--- src/rtl/tdp18k_preload_ctl.sv ---
// tdp18k_preload_ctl
//   Command-driven controller for the TDP18K block-RAM preload chain.
//   It turns write-burst, read-burst and BIST commands into preload bus
//   strobes, returns read data, and checks BIST read-back against a pattern.
//
// Ports
//   PL_CLK_i, PL_RESET_i         clock, synchronous active-high reset
//   CMD_*                        command handshake: op, target ID, start word,
//                                length-1, BIST pattern
//   WDATA_*                      write-data stream (used by write bursts)
//   RDATA_VALID_o / RDATA_o      read-data stream, no backpressure
//   PL_ENA/WEN/REN/INIT_o        registered preload bus strobes
//   PL_ADDR_o / PL_DATA_o        bus address {row, col, 2'b0, word} and data
//   PL_DATA_IN_i                 chain data, valid READ_LAT cycles after REN
//   BUSY_o, DONE_o, BIST_FAIL_o, ERR_o   status
module tdp18k_preload_ctl #(
  parameter int READ_LAT = 1,
  parameter int ADDR_W   = 10
) (
  input  logic        PL_CLK_i,
  input  logic        PL_RESET_i,
  input  logic        CMD_VALID_i,
  output logic        CMD_READY_o,
  input  logic [1:0]  CMD_OP_i,
  input  logic [19:0] CMD_ID_i,
  input  logic [9:0]  CMD_ADDR_i,
  input  logic [9:0]  CMD_LEN_i,
  input  logic [17:0] CMD_PAT_i,
  input  logic        WDATA_VALID_i,
  output logic        WDATA_READY_o,
  input  logic [17:0] WDATA_i,
  output logic        RDATA_VALID_o,
  output logic [17:0] RDATA_o,
  output logic        PL_ENA_o,
  output logic        PL_WEN_o,
  output logic        PL_REN_o,
  output logic        PL_INIT_o,
  output logic [31:0] PL_ADDR_o,
  output logic [17:0] PL_DATA_o,
  input  logic [17:0] PL_DATA_IN_i,
  output logic        BUSY_o,
  output logic        DONE_o,
  output logic        BIST_FAIL_o,
  output logic        ERR_o
);

  localparam logic [2:0] IDLE  = 3'd0;
  localparam logic [2:0] WR    = 3'd1;
  localparam logic [2:0] RD    = 3'd2;
  localparam logic [2:0] BW    = 3'd3;
  localparam logic [2:0] BR    = 3'd4;
  localparam logic [2:0] DRAIN = 3'd5;
  localparam logic [2:0] FIN   = 3'd6;

  localparam logic [1:0] OP_WR   = 2'b00;
  localparam logic [1:0] OP_RD   = 2'b01;
  localparam logic [1:0] OP_BIST = 2'b10;

  logic [2:0]        state;
  logic [19:0]       id_q;
  logic [ADDR_W-1:0] addr_q, start_q, len_q, cnt_q;
  logic [17:0]       pat_q;
  logic [9:0]        word;

  // vld_pipe tracks user reads (go to RDATA), chk_pipe tracks BIST reads
  // (compared, never exposed). Bit 0 is set together with PL_REN_o, so bit
  // READ_LAT lines up with the cycle PL_DATA_IN_i is valid.
  logic [READ_LAT:0] vld_pipe, chk_pipe;
  logic              in_flight;

  assign word      = 10'(addr_q);
  assign in_flight = (|vld_pipe[READ_LAT-1:0]) | (|chk_pipe[READ_LAT-1:0]);

  assign CMD_READY_o   = (state == IDLE);
  assign BUSY_o        = (state != IDLE);
  assign WDATA_READY_o = (state == WR);
  assign DONE_o        = (state == FIN);
  assign RDATA_VALID_o = vld_pipe[READ_LAT];
  assign RDATA_o       = vld_pipe[READ_LAT] ? PL_DATA_IN_i : 18'd0;

  always_ff @(posedge PL_CLK_i) begin
    if (PL_RESET_i) begin
      state       <= IDLE;
      id_q        <= '0;
      addr_q      <= '0;
      start_q     <= '0;
      len_q       <= '0;
      cnt_q       <= '0;
      pat_q       <= '0;
      PL_ENA_o    <= 1'b0;
      PL_WEN_o    <= 1'b0;
      PL_REN_o    <= 1'b0;
      PL_INIT_o   <= 1'b0;
      PL_ADDR_o   <= '0;
      PL_DATA_o   <= '0;
      vld_pipe    <= '0;
      chk_pipe    <= '0;
      BIST_FAIL_o <= 1'b0;
      ERR_o       <= 1'b0;
    end else begin
      // strobes are single-cycle; address/data hold unless reissued
      PL_ENA_o  <= 1'b0;
      PL_WEN_o  <= 1'b0;
      PL_REN_o  <= 1'b0;
      PL_INIT_o <= 1'b0;
      ERR_o     <= 1'b0;
      vld_pipe  <= {vld_pipe[READ_LAT-1:0], 1'b0};
      chk_pipe  <= {chk_pipe[READ_LAT-1:0], 1'b0};

      if (chk_pipe[READ_LAT] && (PL_DATA_IN_i != pat_q))
        BIST_FAIL_o <= 1'b1;

      case (state)
        IDLE: begin
          if (CMD_VALID_i) begin
            if (CMD_OP_i == 2'b11) begin
              ERR_o <= 1'b1;
            end else begin
              id_q    <= CMD_ID_i;
              addr_q  <= ADDR_W'(CMD_ADDR_i);
              start_q <= ADDR_W'(CMD_ADDR_i);
              len_q   <= ADDR_W'(CMD_LEN_i);
              cnt_q   <= ADDR_W'(CMD_LEN_i);
              pat_q   <= CMD_PAT_i;
              case (CMD_OP_i)
                OP_WR:   state <= WR;
                OP_RD:   state <= RD;
                default: begin
                  state       <= BW;
                  BIST_FAIL_o <= 1'b0;
                end
              endcase
            end
          end
        end

        WR: begin
          if (WDATA_VALID_i) begin
            PL_ENA_o  <= 1'b1;
            PL_WEN_o  <= 1'b1;
            PL_ADDR_o <= {id_q, 2'b00, word};
            PL_DATA_o <= WDATA_i;
            addr_q    <= addr_q + ADDR_W'(1);
            cnt_q     <= cnt_q - ADDR_W'(1);
            if (cnt_q == '0) state <= FIN;
          end
        end

        RD: begin
          PL_ENA_o    <= 1'b1;
          PL_REN_o    <= 1'b1;
          PL_ADDR_o   <= {id_q, 2'b00, word};
          vld_pipe[0] <= 1'b1;
          addr_q      <= addr_q + ADDR_W'(1);
          cnt_q       <= cnt_q - ADDR_W'(1);
          if (cnt_q == '0) state <= DRAIN;
        end

        BW: begin
          PL_ENA_o  <= 1'b1;
          PL_WEN_o  <= 1'b1;
          PL_ADDR_o <= {22'd0, word};
          PL_DATA_o <= pat_q;
          addr_q    <= addr_q + ADDR_W'(1);
          cnt_q     <= cnt_q - ADDR_W'(1);
          if (cnt_q == '0) begin
            // replay the same word range for the read-back pass
            state  <= BR;
            addr_q <= start_q;
            cnt_q  <= len_q;
          end
        end

        BR: begin
          PL_ENA_o    <= 1'b1;
          PL_REN_o    <= 1'b1;
          PL_INIT_o   <= 1'b1;
          PL_ADDR_o   <= {22'd0, word};
          PL_DATA_o   <= pat_q;
          chk_pipe[0] <= 1'b1;
          addr_q      <= addr_q + ADDR_W'(1);
          cnt_q       <= cnt_q - ADDR_W'(1);
          if (cnt_q == '0) state <= DRAIN;
        end

        // the return in stage READ_LAT (if any) is consumed this cycle, so
        // leave once nothing is left behind it
        DRAIN:   if (!in_flight) state <= FIN;
        FIN:     state <= IDLE;
        default: state <= IDLE;
      endcase
    end
  end

endmodule

--- config.mk ---
export PLATFORM = sky130hd
export DESIGN_NAME = tdp18k_preload_ctl
export DESIGN_NICKNAME = d
export VERILOG_FILES = /design/src/rtl/tdp18k_preload_ctl.sv
export SDC_FILE = /design/constraint.sdc
export NUM_CORES = 1
export LEC_CHECK = 0
export ABC_AREA = 1
export CORE_MARGIN = 2
export CORE_UTILIZATION = 45
export CTS_CLUSTER_DIAMETER = 30
export DETAILED_ROUTE_END_ITERATION = 8
export PLACE_DENSITY_LB_ADDON = 0.2
export SLEW_MARGIN = 10
export SYNTH_ARGS = -nofsm -noshare
export SYNTH_HDL_FRONTEND = slang
export SYNTH_SLANG_ARGS = --single-unit
--- constraint.sdc ---
create_clock -name PL_CLK_i -period 2.05 [get_ports PL_CLK_i]
set_clock_uncertainty 0.05 [all_clocks]
set_input_delay 0.205 -clock PL_CLK_i [delete_from_list [all_inputs] [get_ports PL_CLK_i]]
set_output_delay 0.205 -clock PL_CLK_i [all_outputs]
set_load 0.01 [all_outputs]
==> results.yml, run 1 <==
status:
  status: "finished, final reports clean"
placement:
  portBuffers: 176
  dpl.hpwl_mm: 11.8
  gp_congestion: 0.874
yosys:
  ys_seq_area_share_pct: 44.4
  syn_area_per_cell_um2: 6.90
  yosys_warnings: 0
  synthCells: 901
  syn_area_mm2: 0.00622
  ys_seq_elements: 138
  synth_cell_types: 28
setup_path:
  crit_family: "buffers and inverters"
  crit_path_end: "WDATA_READY_o"
  r2r-end: "addr_q[7]"
  crit_path_max_incr_delay_ns: 0.59
  reg2regPathDepth: 11
  cp.buffers_inverters: 2
  cp.required_ns: 1.79
  critical_path_arrival_ns: 1.71
  r2r-start: "cnt_q[0]"
  cp-startpoint: "state[1]"
  critPathKind: "reg2out"
  path_depth: 4
  cp_cell_sequence: "inv_2 > nand2_1 > nor2_2 > clkdlybuf4s50_1"
  cpMaxStageDelayCell: "clkdlybuf4s50_1"
  cp_max_fo: 7
  cp-end-kind: "primary output"
  worst-r2r-setup-slack_ns: 0.27
  startpoint_type: "register"
timing:
  post-route-period-util_pct: 95.7
  fmax_ghz: 0.510
  slew_viol_final: 0
  setup_tns_ns: 0
  rsz0062_at_grt: "no"
  whs_ns: 0.301
  hold_viol: 0
  period_needed_ns: 1.96
  setup_viol: 0
drt:
  drtAntennaViolNets: 0
  route.detailed.drc: 0
  first_pass_iters: 5
  wl_per_cell_um: 13.8
  routed_wl_mm: 17.3
  drt_iter0_drc: 382
  vias: 6231
  viasPerCell: 4.98
clock_tree:
  cts_sinks: 138
  clock_latency_ns: 0.42
  htreeDepth: 4
  clk_path_buf_depth: 2
  cts_root_buffer: "clkbuf_16"
  cts_resized: 4
  cts_hold_buffers: 0
  clk_pin_slew_worst_paths_ns: 0.06
  tritoncts: "built"
  post_cts_buffers: 0
  cts_buffers: 17
global_routing:
  grt_max_degree: 43
  grt_antenna_before_repair: 0
  grt_pass1_wl_mm: 27.8
  grtUsageTotal_pct: 23.9
  grt_remaining_overflow: 0
  grt_pass1_vias: 5709
worst_hold_path:
  hp-class: "in2reg"
floorplan:
  fp.coreArea_mm2: 0.0133
  fp.dieH_um: 122
  io_pins: 179
  die_w_um: 122
  start_util_pct: 46.6
  die_area_mm2: 0.0148
  row_count: 42
run:
  cap_violations: 0
cells_and_area:
  fin_nets: 1166
  antenna_cells: 0
  syn_to_final_growth_pct: 41.5
  layout_common_cells: "nand2_1, clkdlybuf4s50_1, nor2_1"
  post_route_cells_drive_above_1_share_pct: 7.25
pwr:
  p_per_area_mw_per_mm2: 1410
  vdd_drop_max_mv: 0.905
  p_leak_nw: 3.71
-- logic make-up after synthesis --
group,Yosys count,share of synthesized area (%)
other,1,0.0603
AOI/OAI and AO/OA,204,16.8
adders and majority gates,3,0.603
xor gates and xnor gates,20,2.82
DFF,138,44.4
and+or+nand+nor,401,26.3
buffers and inverters,134,8.99
-- metrics by stage --
stage	utilization [%]	setup WS [ns]	cells	total power, mW	area (um2)
floorplan	-	0.377	902	7.28	6220
global placement	61.2	0.266	1220	9.15	8170
detailed placement	61.2	0.210	1220	9.22	8170
CTS	65.9	0.00947	1252	12.5	8800
global route	65.9	0.000615	1252	13.3	8800
finish	65.9	0.0888	1252	12.4	8800
-- registers in the layout, summed over array words and instances (netlist names) --
name,flops
state,3
BIST_FAIL_o,1
addr_q,10
ERR_o,1
vld_pipe,2
PL_WEN_o,1
len_q,10
cnt_q,10
PL_ENA_o,1
start_q,10
PL_ADDR_o,30
PL_REN_o,1
PL_DATA_o,18
id_q,20
chk_pipe,2
pat_q,18
-- power breakdown --
group	total [mW]	switching [mW]	internal, mW
registers	4.07	0.522	3.54
logic	5.14	3.02	2.12
clock network	3.21	1.23	1.98
total	12.4	4.77	7.64
-- worst register-to-register path: stages (launching register included) --
cell and delay, ns:
dfxtp_1 0.31, inv_1 0.11, ha_1 0.15, nand2_1 0.05, nor2_1 0.21, nand2_1 0.12
nand2_1 0.12, nand2_2 0.24, nand2_1 0.13, nor2_1 0.04, nor2_1 0.08, nor2_1 0.05
-- worst min-delay path by stage --
stage,slack (ns),startpoint,to,depth (start not counted)
final,0.30,WDATA_i[5],PL_DATA_o[5],3
after global routing,0.31,WDATA_i[5],PL_DATA_o[5],3
after CTS,0.29,WDATA_i[5],PL_DATA_o[5],3
after detailed placement,0.39,chk_pipe[1],BIST_FAIL_o,2
after global placement,0.38,vld_pipe[0],vld_pipe[1],2
after floorplan,0.30,CMD_OP_i[1],ERR_o,2
-- layout make-up --
cell class	instances	area, um2
clock buffer	18	439
inverter	79	297
timing repair buffer	197	1980
multi-input combinational	630	2910
sequential	138	2770
tap	176	220
clock inverter	14	186
fill	1215	4550
-- per-layer routing --
metal	vias to the layer above	wire [um]	global-route usage, %
li1	3239	-	-
met1	2824	7600	29.7
met2	154	8620	41.9
met3	14	930	5.81
met4	0	155	5.89
met5	-	0	0
-- synthesized netlist by cell type (all sizes together) --
| master | instances | area (um2) |
|---|---|---|
| conb | 1 | 3.75 |
| inv | 79 | 297 |
| nand4 | 13 | 81.3 |
| buf | 30 | 169 |
| xnor2 | 1 | 8.76 |
| dfxtp | 138 | 2760 |
| ha | 3 | 37.5 |
| a21oi | 75 | 375 |
| a31oi | 16 | 100 |
| nor2 | 153 | 589 |
| o21ai | 112 | 561 |
| nand2 | 179 | 677 |
| nor4 | 1 | 6.26 |
| nand3b | 2 | 15.0 |
| nand3 | 49 | 250 |
| clkbuf | 25 | 93.8 |
| nor3 | 4 | 20.0 |
| xor2 | 19 | 166 |
| a211oi | 1 | 7.51 |
(Power assumes the default switching activity.)
==> run 2: changes to the inputs <==
Settings changed: CAP_MARGIN set to 20, DONT_BUFFER_PORTS set to 1.
==> results.yml, run 2 (synthesis gave the netlist of run 1 again) <==
setup_path:
  reg2regPathDepth: 10
  r2r-start: "state[1]"
  startpoint_type: "primary input"
  critPathKind: "in2reg"
  cp.required_ns: 2.35
  worst-r2r-setup-slack_ns: 0.20
  critical_path_arrival_ns: 2.19
  r2r-end: "addr_q[9]"
  cp-end-kind: "register"
  cp_max_fo: 3
cells_and_area:
  fill_cells: 1294
  largest-register: "PL_ADDR_o"
  antenna_cells: 0
  largest_reg_flops: 30
  layout_common_cells: "nand2_1, nor2_1, dfxtp_1"
  final_common_cell: "nand2_1"
  post_route_cells_drive_above_1_share_pct: 7.14
  ff_latch_area_mm2: 0.00276
  largestRegisters: "PL_ADDR_o x30, id_q x20"
  finalNonFillerCells: 1156
  multi_input_area_mm2: 0.00291
  syn_to_final_growth_pct: 26.5
  fin_nets: 1070
global_routing:
  grt_pass1_wl_mm: 27.5
  grt_max_degree: 65
  grtUsageTotal_pct: 23.3
  grt_antenna_before_repair: 0
  grt_remaining_overflow: 0
  grt_pass1_vias: 5562
clock_tree:
  clk_path_buf_depth: 2
  post_cts_buffers: 0
  cts_buffers: 17
  tritoncts: "built"
  cts_root_buffer: "clkbuf_16"
  clk_pin_slew_worst_paths_ns: 0.06
  clock_latency_ns: 0.41
  htreeDepth: 4
  cts_sinks: 138
worst_hold_path:
  worstHoldStart: "CMD_PAT_i[0]"
  hold_path_depth: 2
  hp-class: "in2reg"
  hold_end: "pat_q[0]"
drt:
  routed_wl_mm: 16.9
  wl_per_cell_um: 14.6
  vias: 5889
  viasPerCell: 5.09
  route.detailed.drc: 0
  first_pass_iters: 4
  drt_iter0_drc: 399
  drtAntennaViolNets: 0
placement:
  portBuffers: 0
  gp_congestion: 0.813
  dpl.hpwl_mm: 11.0
  dp.cells: 1043
floorplan:
  row_count: 42
  start_util_pct: 46.6
  die_area_mm2: 0.0148
  fp.coreArea_mm2: 0.0133
  io_pins: 179
  fp.dieH_um: 122
  die_w_um: 122
timing:
  slew_headroom_pct: 55.8
  worstMarginPinSlew_ns: 0.663
  rsz0062_at_grt: "no"
  setup_tns_ns: 0
  hold_viol: 0
  post-route-period-util_pct: 92.1
  slew_viol_final: 0
  setup_viol: 0
  fmax_ghz: 0.530
  period_needed_ns: 1.89
run:
  cap_violations: 0
pwr:
  fin_total_pwr_mw: 11.8
  p_per_area_mw_per_mm2: 1500
  p_leak_nw: 3.41
  vdd_drop_max_mv: 0.757
status:
  status: "finished, final reports clean"
==> run 2: worst max-delay path by stage <==
| stage | cells after the start | start | to | slack, ns |
|---|---|---|---|---|
| after floorplan | 9 | state[0] | pat_q[12] | 0.38 |
| after global placement | 10 | state[1] | addr_q[9] | 0.20 |
| after detailed placement | 10 | state[1] | addr_q[9] | 0.22 |
| after CTS | 5 | CMD_OP_i[1] | ERR_o | 0.17 |
| after global routing | 9 | state[1] | PL_ADDR_o[17] | 0.004 |
| final | 5 | CMD_OP_i[1] | ERR_o | 0.16 |
==> run 2: layout make-up <==
cell class	instances	area share [%]
sequential	138	35.1
inverter	79	3.78
timing repair buffer	101	13.0
clock inverter	10	2.37
tap	176	2.80
multi-input combinational	630	36.9
clock buffer	22	6.02
==> run 2: per-layer routing <==
| metal | vias up | global-route usage [%] | wire length [um] |
|---|---|---|---|
| li1 | 3047 | - | - |
| met1 | 2678 | 28.8 | 7550 |
| met2 | 145 | 40.4 | 8230 |
| met3 | 19 | 5.95 | 870 |
| met4 | 0 | 6.47 | 226 |
| met5 | - | 0 | 0 |
==> run 2: repair_timing <==
item / in CTS / in global routing
hold buffers: 80 / 1
endpoints found under the hold margin: 125 / 1
gates resized for setup: 0 / 2
endpoints found under the setup margin: 0 / 2
==> run 2: critical path, cell delays in order <==
cell and delay (ns):
dlygate4sd3_1 0.58, nand2_1 0.08, dlygate4sd3_1 0.56, nor4_1 0.21, dlygate4sd3_1 0.57
==> run 2: per-stage QoR <==
stage                     hold slack, ns  utilization (%)  area, um2  setup slack, ns
after floorplan                    0.304                -       6220            0.377
after global routing             0.00729             59.0       7870          0.00364
final                            0.00614             59.0       7870            0.162
after CTS                        0.00192             58.9       7860            0.166
after detailed placement           0.230             47.8       6380            0.220
after global placement             0.227             47.8       6380            0.204
==> run 2: report_power, final <==
| group | total, mW | internal [mW] | switching [mW] |
|---|---|---|---|
| Sequential | 4.30 | 3.54 | 0.752 |
| Clock | 3.42 | 2.26 | 1.15 |
| Combinational | 4.13 | 1.45 | 2.68 |
==> run 3: changes to the inputs <==
Settings changed: SLEW_MARGIN 10 to 20.
==> results of run 3 <==
The final DEF is identical to that of run 2; final timing and power are the same.
